File: config.mk
export PLATFORM = sky130hd
export DESIGN_NAME = fetch_controller
export DESIGN_NICKNAME = d
export VERILOG_FILES = /design/src/rtl/fetch_controller.sv
export SDC_FILE = /design/constraint.sdc
export NUM_CORES = 1
export LEC_CHECK = 0
export ABC_AREA = 1
export CORE_UTILIZATION = 40
export DETAILED_ROUTE_END_ITERATION = 8
export HOLD_SLACK_MARGIN = 0.1
export PLACE_DENSITY = 0.62
export SLEW_MARGIN = 40
export SYNTH_ARGS = -nofsm -noshare
export SYNTH_HDL_FRONTEND = slang
export SYNTH_SLANG_ARGS = --single-unit
File: constraint.sdc
create_clock -name clk -period 13 [get_ports clk]
set_input_delay 1.95 -clock clk [delete_from_list [all_inputs] [get_ports clk]]
set_output_delay 1.95 -clock clk [all_outputs]
set_load 0.02 [all_outputs]
File: src/rtl/fetch_controller.sv
// fetch_controller: instruction fetch front end.
//
// Issues word reads to a one-cycle-latency instruction memory, captures the
// returned words with their byte PCs in a 2-entry FIFO and offers them to
// decode with a valid/ready handshake. A redirect pulse flushes everything
// buffered or in flight and restarts fetch at the redirect target.
//
// Parameters:
//   ADDR     - instruction memory word-index width
//   DATA     - instruction width
//   RESET_PC - byte address fetched first after reset (ADDR+2 bits)
//
// Ports:
//   clk            - clock, all state changes on its rising edge
//   rst            - synchronous active-high reset
//   imem_addr      - word index to memory (data returns next cycle)
//   imem_data      - memory read data for last cycle's address
//   out_valid      - instruction available to decode
//   out_ready      - decode accepts the instruction
//   out_instr      - instruction word at FIFO head
//   out_pc         - byte address of out_instr
//   redirect_valid - one-cycle redirect pulse (branch/jump/trap)
//   redirect_pc    - redirect target byte address, bits [1:0] ignored
//   perf_fetched   - completed handshakes (FETCH_PERF_EN only)
//   perf_stall     - cycles with out_valid && !out_ready (FETCH_PERF_EN only)
//
// Optional feature macro: FETCH_PERF_EN adds the two performance counters.
module fetch_controller #(
  parameter int unsigned       ADDR     = 10,
  parameter int unsigned       DATA     = 32,
  parameter logic [ADDR+1:0]   RESET_PC = '0
) (
  input  logic              clk,
  input  logic              rst,
  output logic [ADDR-1:0]   imem_addr,
  input  logic [DATA-1:0]   imem_data,
  output logic              out_valid,
  input  logic              out_ready,
  output logic [DATA-1:0]   out_instr,
  output logic [ADDR+1:0]   out_pc,
  input  logic              redirect_valid,
  input  logic [ADDR+1:0]   redirect_pc
`ifdef FETCH_PERF_EN
  ,
  output logic [31:0]       perf_fetched,
  output logic [31:0]       perf_stall
`endif
);

  localparam int unsigned PcW = ADDR + 2;
  typedef logic [PcW-1:0] pc_t;

  pc_t             fetch_pc_q, fetch_pc_d;
  logic            inflight_q, inflight_d;
  pc_t             inflight_pc_q, inflight_pc_d;

  pc_t             fifo_pc_q    [2];
  logic [DATA-1:0] fifo_instr_q [2];
  logic            rd_ptr_q, wr_ptr_q;
  logic [1:0]      count_q;

  logic            pop;
  logic            push;
  logic            issue;
  logic [2:0]      pending;
  pc_t             redir_pc_al;

  assign out_valid = (count_q != 2'd0);
  assign out_instr = fifo_instr_q[rd_ptr_q];
  assign out_pc    = fifo_pc_q[rd_ptr_q];

  always_comb begin
    pop         = out_valid && out_ready;
    redir_pc_al = redirect_pc & ~pc_t'(3);
    // Occupancy the FIFO will reach once the in-flight word lands, net of
    // this cycle's pop; written as a + b < 2 + pop to avoid underflow.
    pending     = {1'b0, count_q} + {2'b00, inflight_q};
    issue       = !rst && (redirect_valid || (pending < (3'd2 + {2'b00, pop})));
    // A redirect discards the word returning this cycle.
    push        = inflight_q && !redirect_valid;

    if (rst) begin
      imem_addr = RESET_PC[PcW-1:2];
    end else if (redirect_valid) begin
      imem_addr = redirect_pc[PcW-1:2];
    end else begin
      imem_addr = fetch_pc_q[PcW-1:2];
    end

    fetch_pc_d    = fetch_pc_q;
    inflight_pc_d = inflight_pc_q;
    inflight_d    = issue;
    if (redirect_valid) begin
      fetch_pc_d    = redir_pc_al + pc_t'(4);
      inflight_pc_d = redir_pc_al;
    end else if (issue) begin
      fetch_pc_d    = fetch_pc_q + pc_t'(4);
      inflight_pc_d = fetch_pc_q;
    end
  end

  always_ff @(posedge clk) begin
    if (rst) begin
      fetch_pc_q    <= RESET_PC;
      inflight_q    <= 1'b0;
      inflight_pc_q <= RESET_PC;
      rd_ptr_q      <= 1'b0;
      wr_ptr_q      <= 1'b0;
      count_q       <= 2'd0;
    end else begin
      fetch_pc_q    <= fetch_pc_d;
      inflight_q    <= inflight_d;
      inflight_pc_q <= inflight_pc_d;
      if (redirect_valid) begin
        rd_ptr_q <= 1'b0;
        wr_ptr_q <= 1'b0;
        count_q  <= 2'd0;
      end else begin
        if (push) begin
          wr_ptr_q <= ~wr_ptr_q;
        end
        if (pop) begin
          rd_ptr_q <= ~rd_ptr_q;
        end
        unique case ({push, pop})
          2'b10:   count_q <= count_q + 2'd1;
          2'b01:   count_q <= count_q - 2'd1;
          default: count_q <= count_q;
        endcase
      end
    end
  end

  // Payload storage needs no reset; validity is tracked by count_q.
  always_ff @(posedge clk) begin
    if (!rst && push) begin
      fifo_pc_q[wr_ptr_q]    <= inflight_pc_q;
      fifo_instr_q[wr_ptr_q] <= imem_data;
    end
  end

`ifdef FETCH_PERF_EN
  always_ff @(posedge clk) begin
    if (rst) begin
      perf_fetched <= 32'd0;
      perf_stall   <= 32'd0;
    end else begin
      // A handshake coinciding with a redirect still counts as delivered.
      if (pop) begin
        perf_fetched <= perf_fetched + 32'd1;
      end
      if (out_valid && !out_ready) begin
        perf_stall <= perf_stall + 32'd1;
      end
    end
  end
`endif

endmodule

## Yosys cells after proc, flatten, opt, wreduce, memory -nomap -nowiden

Memories as Yosys holds them, arrays and structs flattened. A register that Yosys moved wholly into a read port is not among the register bits.
Index checks and enable logic that the tools add are counted.

- Add/subtract/negate cells: 6
- $lt $le $gt $ge: 1
- Equality and inequality tests: 2
- Multiplexer cells: 13
- Bitwise gates (word level): 2
- Reduce and logical (&&, ||, !) cells: 11

Operators with widths:

| kind | count |
|---|---|
| two-way mux 12 bit | 4 |
| adder 12 x 3 -> 12 bit (second input constant) | 2 |
| two-way mux 10 bit | 2 |
| two-way mux 1 bit | 6 |
| nonzero test 2 bit | 3 |
| logical AND 1 bit | 4 |
| one-hot mux 2 bit (2 select lines) | 1 |
| adder 2 x 1 -> 3 bit | 1 |
| adder 2 x 1 -> 3 bit (first input constant) | 1 |
| < comparator 3 bit | 1 |
| adder 2 x 1 -> 2 bit (second input constant) | 1 |
| equality test 2 x 1 -> 1 bit (second input constant) | 1 |
| equality test 2 bit (second input constant) | 1 |
| zero test 1 bit | 2 |
| NOT 1 bit | 2 |
| OR reduction 2 bit | 1 |
| subtractor 2 x 1 -> 2 bit (second input constant) | 1 |
| logical OR 1 bit | 1 |

- Flip-flop bits (word level): 29
- Memory bits (writable): 88
- Input port bits: 48
- Output and inout port bits: 55
- Word-level logic and storage cells: 44
- Memories: 2

Memories:

| name | words | bits a word | rd ports | clocked after memory_dff | wr ports | line | RTL |
|---|---|---|---|---|---|---|---|
| fifo_instr_q | 2 | 32 | 1 | 1 | 1 | 58 | `logic [DATA-1:0] fifo_instr_q [2];` |
| fifo_pc_q | 2 | 12 | 1 | 1 | 1 | 57 | `pc_t fifo_pc_q [2];` |

## Logic depth before layout (Yosys ltp)

Gate-level depths: netlist of run 1.

- Depth in word-level cells: 8
- Mapped depth: 11
- Gate-level depth less buffers: 10

## Worst setup path after synthesis of run 1

Ideal clock, no wire load.

- Path type: input to register
- Start point: input rst
- End point: memory fifo_instr_q[1][0] (enable)
- Library setup time: 0.493 ns
- Arrival: 5.259 ns
- Setup slack: 7.248 ns
- Stages: 3
- Path buffers: 2
- Path through: buf_2 > clkbuf_1 > nor3_1

- Word-level cells in the longest chain between the ends: 4

Ends and longest elaborated chain:

| element | line | RTL |
|---|---|---|
| from (decl) | 34 | `input logic rst,` |
| zero test 1 bit | 136 | `if (!rst && push) begin` |
| logical AND 1 bit | 136 |  |
| two-way mux 1 bit | 136 |  |
| two-way mux 1 bit (implied by the code) | 138 | `fifo_instr_q[wr_ptr_q] <= imem_data;` |
| to (decl) | 58 |  |

Every way passes these cells.

## Worst setup path after layout of run 1

- Start point: input redirect_valid
- End point: output imem_addr[7]

- Word-level cells in the longest chain between the ends: 2

Ends and longest elaborated chain:

| element | line | RTL |
|---|---|---|
| from (decl) | 41 | `input logic redirect_valid,` |
| two-way mux 10 bit | 84 | `end else if (redirect_valid) begin` |
| two-way mux 10 bit | 82 | `if (rst) begin` |
| to (decl) | 35 | `output logic [ADDR-1:0] imem_addr,` |

Every way passes these cells.

==> metrics, run 1 <==
Slew headroom 50.2%; Slew @ Worst Pin 0.745 ns; row count 38; post-CTS setup buffers 0; Slew Viols, Final 0; clk_skew 0.00733 ns; register share of total power 57.1%; Clock Tree Root clkbuf_8; CP Buf/Inv Count 4; Hold Startpoint rd_ptr_q; Synth top area share 56.1%; Period minus WS final 6.17 ns; post-detail-place hpwl 5.49 mm; DR vias 2808; fmax 162 MHz; EDFF count, synth 84; Initial DRC Count 109; Clk pwr share 31.9%; ys flop type edfxtp_1; Layout Cells excl Fill 589; switch share 22.3%; Starting Density 41.3%; Int Power 0.537 mW; multiplexer share of the synthesized area 10.7%; TritonRoute pass-1 iters 4; CTS Buf Count 9; synth cell count leaders edfxtp_1 (84), mux2_2 (42), nand2_1 (41); fill count 968; number of gates resized after cts 0; status finished, final reports clean; Max VDD drop 0.0451 mV; finished layout cell area 5820 um^2; Crit path largest cell delay 0.95 ns; Crit path depth 6; Setup WS pre-CTS 6.82 ns; total track usage 14.7%; Setup TNS 0 ns; I/O Buffers 98; Post-Synth Adder-Cell Area 1.11%; Die X 108 um; Die H 108 um; vias per std cell 4.77; Routed Antenna Nets 0; CTS Sinks 110; fin nets 496; CP endpoint kind primary output; reg2reg start count_q[0]; Max Cap Viol 0; Top Family by Delay on Critical Path buffers and inverters; Leak 2.11 nW; count of final hold-check violations 0; post-layout util 53.4%; Hold-fix buffers, CTS 0; CTS tree done; Area Growth Syn to Fin 29.3%; layout cells sized above 1 18.7%; Die ar. 11700 um^2; Synth area leader edfxtp_1; crit-path max FO 18; post-synthesis xor/xnor area fraction 0.779%; Placed Area 5590 um^2; Routed WL per cell 14.1 um; Clk Latency, worst-skew pair 0.35 ns; FF+latch area 3050 um^2; Seq/Total Area, Yosys 67.6%; Remaining Overflow, GRT 0; R2R cell count 7; post-synthesis simple-gate area fraction 8.43%; CP required 11.05 ns; htree depth 3; crit-path most repeated cell clkdlybuf4s50_1; power density over the cells 119 nW/um^2; WHS 0.450 ns; Slowest-stage cell, CP clkdlybuf4s50_1; Yosys reg bits 110; dpl cells 573; Synth cell types 33; yosys warns 0; Critical Path Start redirect_valid; n_diodes 0; largest net degree at the start of global routing 43; startpoint types input pin; crit path cell chain clkdlybuf4s50_1, inv_4, o21ai_2, inv_2, nor2_1, clkdlybuf4s50_1; asr flop ratio synth 0%; worst hold path type flop to flop; Clock Tree Buf Depth 2; Worst Path Arrival 4.22 ns; clock transition at the registers of the reported paths 0.10 ns; Logic pwr share 11.0%; most common cell in the netlist edfxtp_1; Post-route DRC 0; GPL Wtd Cong 0.858; vias in the first global route 2662; hold depth 1; Synth Area in Compound Gates 6.01%; critical path class input pin to primary output; Setup-failing EPs final 0; first-pass GRT wire length 13.0 mm; synthesized area per cell 13.0 um^2; antenna violations before repair 0; footprint of the multi-input gates 1240 um^2; Core ar. 10900 um^2; Ports 103; Final Cycle Share 47.4%; Syn Inst Count 345; largest family of logic cells by synthesized area multiplexers; WL final 8.28 mm; NetSw 0.154 mW; unrepaired setup endpoints after global routing false; synthesized area 4500 um^2; largest cells by area after synthesis edfxtp_1 (56%), dfxtp_1 (12%), mux2_2 (11%); slack of the critical path 6.83 ns; Design Power 0.691 mW
cell families after synthesis:
logic type                 after synthesis
xor gates and xnor gates                 4
and+or+nand+nor                         88
muxes                                   43
AOI/OAI and AO/OA                       46
other                                    1
DFF                                    110
buffers and inverters                   49
adders and majority gates                4
power by group through the flow:
| stage | logic (mW) | clock network [mW] | registers, mW |
|---|---|---|---|
| 6_report | 0.0761 | 0.221 | 0.394 |
| 4_1_cts | 0.0770 | 0.228 | 0.395 |
| 2_1_floorplan | 0.0438 | 0 | 0.401 |
| 5_1_grt | 0.0837 | 0.240 | 0.396 |
| 3_3_place_gp | 0.0753 | 0 | 0.402 |
| 3_5_place_dp | 0.0765 | 0 | 0.403 |
metal layers:
layer | wire length, um | GRT usage, % | up-vias
li1 | - | - | 1391
met1 | 3890 | 20.0 | 1314
met2 | 3790 | 22.9 | 96
met3 | 518 | 2.71 | 7
met4 | 81 | 6.26 | 0
met5 | 0 | 0 | -
area by class of cell:
cell class                      instances  area share [%]
Inverter                               36            2.37
Tap cell                              140            3.01
Multi-Input combinational cell        187            21.3
Sequential cell                       110            52.4
Timing Repair Buffer                  100            17.0
Clock buffer                           12            3.03
Clock inverter                          4           0.882
path summary, 6_finish.rpt:
path,to,slack (ns)
max,imem_addr[7],6.83
min,flop,0.45
max reg2reg,inflight_pc_q[2],11.24
min reg2reg,flop,0.45
placed cells by master, fill, tap and decap left out, types with 2 or more instances in the layout:
cell type and instances:
inv_1 32, o21ai_2 5, ha_1 4, inv_2 3, clkbuf_8 11, a21oi_1 18, nor2_2 2, xor2_1 3
nand3_1 7, conb_1 2, nand3_2 2, nand2_2 4, nand2_1 41, o21ai_1 3, clkdlybuf4s50_1 97, mux2_2 42
o21ai_0 16, nor2_1 28, dfxtp_1 25, buf_4 2, edfxtp_1 84
flip-flops by register name, summed over array words and instances (netlist names), named ones only:
name	flops
rd_ptr_q	1
count_q	2
fifo_pc_q	20
inflight_pc_q	10
fifo_instr_q	64
wr_ptr_q	1
inflight_q	1
fetch_pc_q	10
(Power assumes the default switching activity.)
==> inputs of run 2 (changes only) <==
PLACE_DENSITY = 0.65   (was 0.62)
clock period = 5.1 ns   (was 13 ns; I/O delays follow)
==> run 2 against run 1 <==
Net effect:
- clock power grew 120%
- sequential power rose to 2.6 times the previous value
- sequential share of layout area increased by 0.27 points
- clock skew up 0.0027 ns
- non-clock buffer count unchanged
- via count grew 1.5%
- power is 150% higher
- global-route usage increased by 0.11 points
- first-iteration DRC count increased by 45%
==> metrics, run 2 (synthesized netlist as in run 1, its figures left out) <==
Die X 108 um (unchanged); vias in the first global route 2801 (+5.2%); Top reg by flops fifo_instr_q; largest net degree at the start of global routing 43 (unchanged); Worst Path Arrival 3.06 ns (-1.16 ns); Slowest-stage cell, CP clkdlybuf4s50_1; Routed WL per cell 14.1 um (+0.21%); met3 Use GR 2.83% (+0.12 points); post-CTS setup buffers 0 (unchanged); Logic pwr share 11.5% (+0.5 points); post-detail-place hpwl 5.55 mm (+1.0%); Max Cap Viol 0 (unchanged); Int Power 1.31 mW (+140%); Clock Tree Buf Depth 2 (unchanged); Slew Viols, Final 0 (unchanged); CTS Sinks 110 (unchanged); htree depth 3 (unchanged); Setup-failing EPs final 0 (unchanged); crit path cell chain clkdlybuf4s50_1, inv_4, o21ai_2, inv_2, nor2_1, clkdlybuf4s50_1; finished layout cell area 5790 um^2 (-0.52%); commonest non-fill, non-tap cell in the layout clkdlybuf4s50_1; Placed Area 5590 um^2 (unchanged); Ports 103 (unchanged); Die ar. 11700 um^2 (unchanged); M1 GR Usage 19.3% (-0.64 points); Clock Tree Root clkbuf_8; Setup TNS 0 ns (unchanged); Initial DRC Count 158 (+45%); fill count 981 (+1.3%); Core ar. 10900 um^2 (unchanged); Clk pwr share 29.2% (-2.7 points); layout cells sized above 1 18.5% (-0.22 points); Starting Density 41.3% (unchanged); TritonRoute pass-1 iters 4 (unchanged); Area Growth Syn to Fin 28.6%; count of final hold-check violations 0 (unchanged); NetSw 0.392 mW (+150%); Routed Antenna Nets 0 (unchanged); total track usage 14.8% (+0.11 points); switch share 23.1% (+0.82 points); top flop regs fifo_instr_q x64, fifo_pc_q x20; n_diodes 0 (unchanged); CTS Buf Count 9 (unchanged); Die H 108 um (unchanged); register share of total power 59.2% (+2.1 points); worst hold path type flop to flop; footprint of the multi-input gates 1240 um^2 (unchanged); FF+latch area 3050 um^2 (unchanged); Design Power 1.70 mW (+150%); WL final 8.30 mm (+0.21%); clock transition at the registers of the reported paths 0.10 ns (about the same); status finished, final reports clean; Post-route DRC 0 (unchanged); Final Cycle Share 74.9%; number of gates resized after cts 0 (unchanged); Remaining Overflow, GRT 0 (unchanged); unrepaired setup endpoints after global routing false; first-pass GRT wire length 13.2 mm (+1.4%); Hold-fix buffers, CTS 0 (unchanged); Max VDD drop 0.140 mV (+210%); fmax 262 MHz; row count 38 (unchanged); I/O Buffers 98 (unchanged); Period minus WS final 3.82 ns; CP required 4.34 ns (-6.71 ns); clk_skew 0.0100 ns (+0.00272 ns); antenna violations before repair 0 (unchanged); crit-path max FO 18 (unchanged); Clk Latency, worst-skew pair 0.36 ns (about the same); CP endpoint kind primary output; CTS tree done; GPL Wtd Cong 0.905 (+5.4%); Slew headroom 45.2% (-4.9 points); critical path class input pin to primary output; GRT Max-Usage Layer met2; power density over the cells 293 nW/um^2 (+150%); Slew @ Worst Pin 0.819 ns (+0.0735 ns); crit-path most repeated cell clkdlybuf4s50_1; M2 GR Usage 23.5% (+0.59 points); most frequent cells in the layout clkdlybuf4s50_1 (98), edfxtp_1 (84), mux2_2 (42); Crit path largest cell delay 0.97 ns (+0.02 ns); vias per std cell 4.84 (+1.5%); DR vias 2851 (+1.5%); max FFs per register 64 (unchanged); Leak 2.10 nW (-0.44%); WHS 0.467 ns (+0.0167 ns); startpoint types input pin; fin nets 496 (unchanged)
run 2: cell count changes in the layout (fill, tap and decap cells not counted), sizes merged:
| cell | delta |
|---|---|
| buf | -1 |
| bufinv | -1 |
| clkbuf | -1 |
| clkdlybuf4s50 | +1 |
| clkinv | +2 |
| clkinvlp | -1 |
| inv | +1 |
run 2: final timing paths:
kind	start	to	slack (ns)	cells past startpoint
max	redirect_valid	imem_addr[7]	1.28	6
min	inflight_pc_q[9]	fifo_pc_q[1][9]	0.47	0
max reg2reg	wr_ptr_q	fifo_instr_q[0][11]	3.24	4
min reg2reg	inflight_pc_q[9]	fifo_pc_q[1][9]	0.47	0
run 2: layer usage:
metal / vias up / routed length, um
met5: - / 0
met4: 0 / 175
met3: 17 / 513
met2: 99 / 3790
met1: 1350 / 3820
li1: 1385 / -
run 2: critical path: cells and delay by family:
kind / cells / cell delay (ns)
buffers and inverters: 4 / 1.88
AOI/OAI and AO/OA: 1 / 0.25
and+or+nand+nor: 1 / 0.15
run 2: power by group through the flow:
stage	Clock [mW]	Combinational (mW)	Sequential, mW
finish	0.496	0.196	1.01
global placement	0	0.192	1.03
global route	0.548	0.214	1.01
CTS	0.515	0.197	1.01
detailed placement	0	0.195	1.03
floorplan	0	0.112	1.02
run 2: metrics by stage:
stage                     utilization (%)  instances  setup slack (ns)
after CTS                            53.1        589              1.28
after detailed placement             51.4        573              1.28
after global routing                 53.1        589              1.09
after global placement               51.3        573              1.32
after floorplan                         -        346             0.533
final                                53.1        589              1.28
run 2: final cells by class:
type | instances | share of cell area [%]
Clock buffer | 11 | 2.81
Clock inverter | 5 | 0.519
Inverter | 36 | 2.38
Multi-Input combinational cell | 187 | 21.4
Sequential cell | 110 | 52.7
Tap cell | 140 | 3.03
Timing Repair Buffer | 100 | 17.2
==> inputs of run 3 (changes only) <==
PLACE_DENSITY = 0.62   (was 0.65)
clock period = 3.8 ns   (was 5.1 ns; I/O delays follow)
==> run 3 against run 2 <==
Net effect:
- routed wire length grew 2.5%
- global-route usage increased by 0.37 points
- clock power up 24%
- sequential power up 34%
- utilization rose by 0.14 points
- combinational power grew 37%
- setup slack worse by 0.82 ns
- worst hold slack lost 0.017 ns
- sequential share of layout area shrank 0.18 points
- clock-buffer cell count did not move
- final cell count grew 0.85%
==> metrics, run 3 (synthesized netlist as in run 1, its figures left out) <==
Starting Density 41.3% (unchanged); Remaining Overflow, GRT 0 (unchanged); first-pass GRT wire length 13.3 mm (+0.99%); slack of the critical path 0.461 ns (-0.818 ns); clk_skew 0.0111 ns (+0.00110 ns); TritonRoute pass-1 iters 4 (unchanged); antenna violations before repair 0 (unchanged); status finished, final reports clean; Top reg by flops fifo_instr_q; Slew Viols, Final 0 (unchanged); crit-path most repeated cell clkdlybuf4s50_1; Period minus WS final 3.34 ns; Core ar. 10900 um^2 (unchanged); Ports 103 (unchanged); fmax 299 MHz; Final Cycle Share 87.9%; fill count 956 (-2.5%); vias in the first global route 2728 (-2.6%); Clock Tree Root clkbuf_8; Clock Tree Buf Depth 2 (unchanged); unrepaired setup endpoints after global routing false; Setup WS pre-CTS 0.454 ns (-0.828 ns); Die ar. 11700 um^2 (unchanged); vias per std cell 4.77 (-1.4%); Crit path largest cell delay 0.87 ns (-0.10 ns); Initial DRC Count 92 (-42%); Slew headroom 55.4% (+10 points); DR vias 2835 (-0.56%); total track usage 15.1% (+0.37 points); CP Buf/Inv Count 4 (unchanged); worst hold path type flop to flop; Design Power 2.23 mW (+32%); top flop regs fifo_instr_q x64, fifo_pc_q x20; power density over the cells 385 nW/um^2 (+31%); CTS Sinks 110 (unchanged); CP required 3.23 ns (-1.11 ns); most frequent cells in the layout clkdlybuf4s50_1 (98), edfxtp_1 (84), mux2_2 (42); CTS tree done; post-CTS setup buffers 0 (unchanged); CTS Buf Count 9 (unchanged); Clk Latency, worst-skew pair 0.36 ns (about the same); footprint of the multi-input gates 1240 um^2 (+0.51%); Slowest-stage cell, CP clkdlybuf4s50_1; Leak 2.11 nW (+0.49%); I/O Buffers 98 (unchanged); n_diodes 0 (unchanged); Die X 108 um (unchanged); Max Cap Viol 0 (unchanged); Setup-failing EPs final 0 (unchanged); Post-route DRC 0 (unchanged); max FFs per register 64 (unchanged); clock transition at the registers of the reported paths 0.10 ns (about the same); critical path class input pin to primary output; FF+latch area 3040 um^2 (about the same); commonest non-fill, non-tap cell in the layout clkdlybuf4s50_1; WHS 0.449 ns (-0.0173 ns); Area Growth Syn to Fin 29.0%; Die H 108 um (unchanged); row count 38 (unchanged); crit path cell chain clkdlybuf4s50_1, inv_4, o21ai_2, inv_2, nor2_1, clkdlybuf4s50_1; Top Family by Delay on Critical Path buffers and inverters; Routed WL per cell 14.3 um (+1.6%); fin nets 501 (+1.0%); number of gates resized after cts 0 (unchanged); Slew @ Worst Pin 0.666 ns (-0.153 ns); Max VDD drop 0.184 mV (+31%); Routed Antenna Nets 0 (unchanged); post-layout util 53.3% (+0.14 points); CP endpoint kind primary output; largest net degree at the start of global routing 43 (unchanged); crit-path max FO 14 (-4); WL final 8.51 mm (+2.5%); htree depth 3 (unchanged); Setup TNS 0 ns (unchanged); Hold-fix buffers, CTS 0 (unchanged); startpoint types input pin; count of final hold-check violations 0 (unchanged); Worst Path Arrival 2.77 ns (-0.29 ns); layout cells sized above 1 18.9% (+0.46 points); GPL Wtd Cong 0.809 (-11%); post-detail-place hpwl 5.72 mm (+3.1%)
==> run 3: path summary, 6_finish.rpt <==
path               startpoint                to  slack, ns  depth (start not counted)
max            redirect_valid      imem_addr[7]       0.46                          6
min          inflight_pc_q[6]   fifo_pc_q[0][6]       0.45                          0
max reg2reg        count_q[0]  inflight_pc_q[2]       2.00                          7
min reg2reg  inflight_pc_q[6]   fifo_pc_q[0][6]       0.45                          0
==> run 3: metal layers <==
metal,up-vias,wire length (um),global-route usage (%)
met5,-,0,0
met4,0,123,6.07
met3,12,560,3.80
met2,85,3910,24.9
met1,1339,3910,19.1
li1,1399,-,-
==> run 3: report_power, final <==
group          switching, mW  leakage, nW  total [mW]  internal, mW
clock network          0.376       0.0837       0.617         0.241
registers             0.0151        0.980        1.35          1.33
logic                  0.140         1.05       0.268         0.128
total                  0.531         2.11        2.23          1.70
==> run 3: metrics by stage <==
step / instance area (um^2) / std cells
after global routing: 5800 / 594
after floorplan: 4510 / 346
final: 5800 / 594
after detailed placement: 5630 / 578
after global placement: 5630 / 578
after CTS: 5800 / 594
==> run 3: layout make-up <==
type	count	area share (%)
Clock inverter	5	0.604
Sequential cell	110	52.5
Inverter	36	2.37
Timing Repair Buffer	105	17.8
Tap cell	140	3.02
Multi-Input combinational cell	187	21.4
Clock buffer	11	2.26
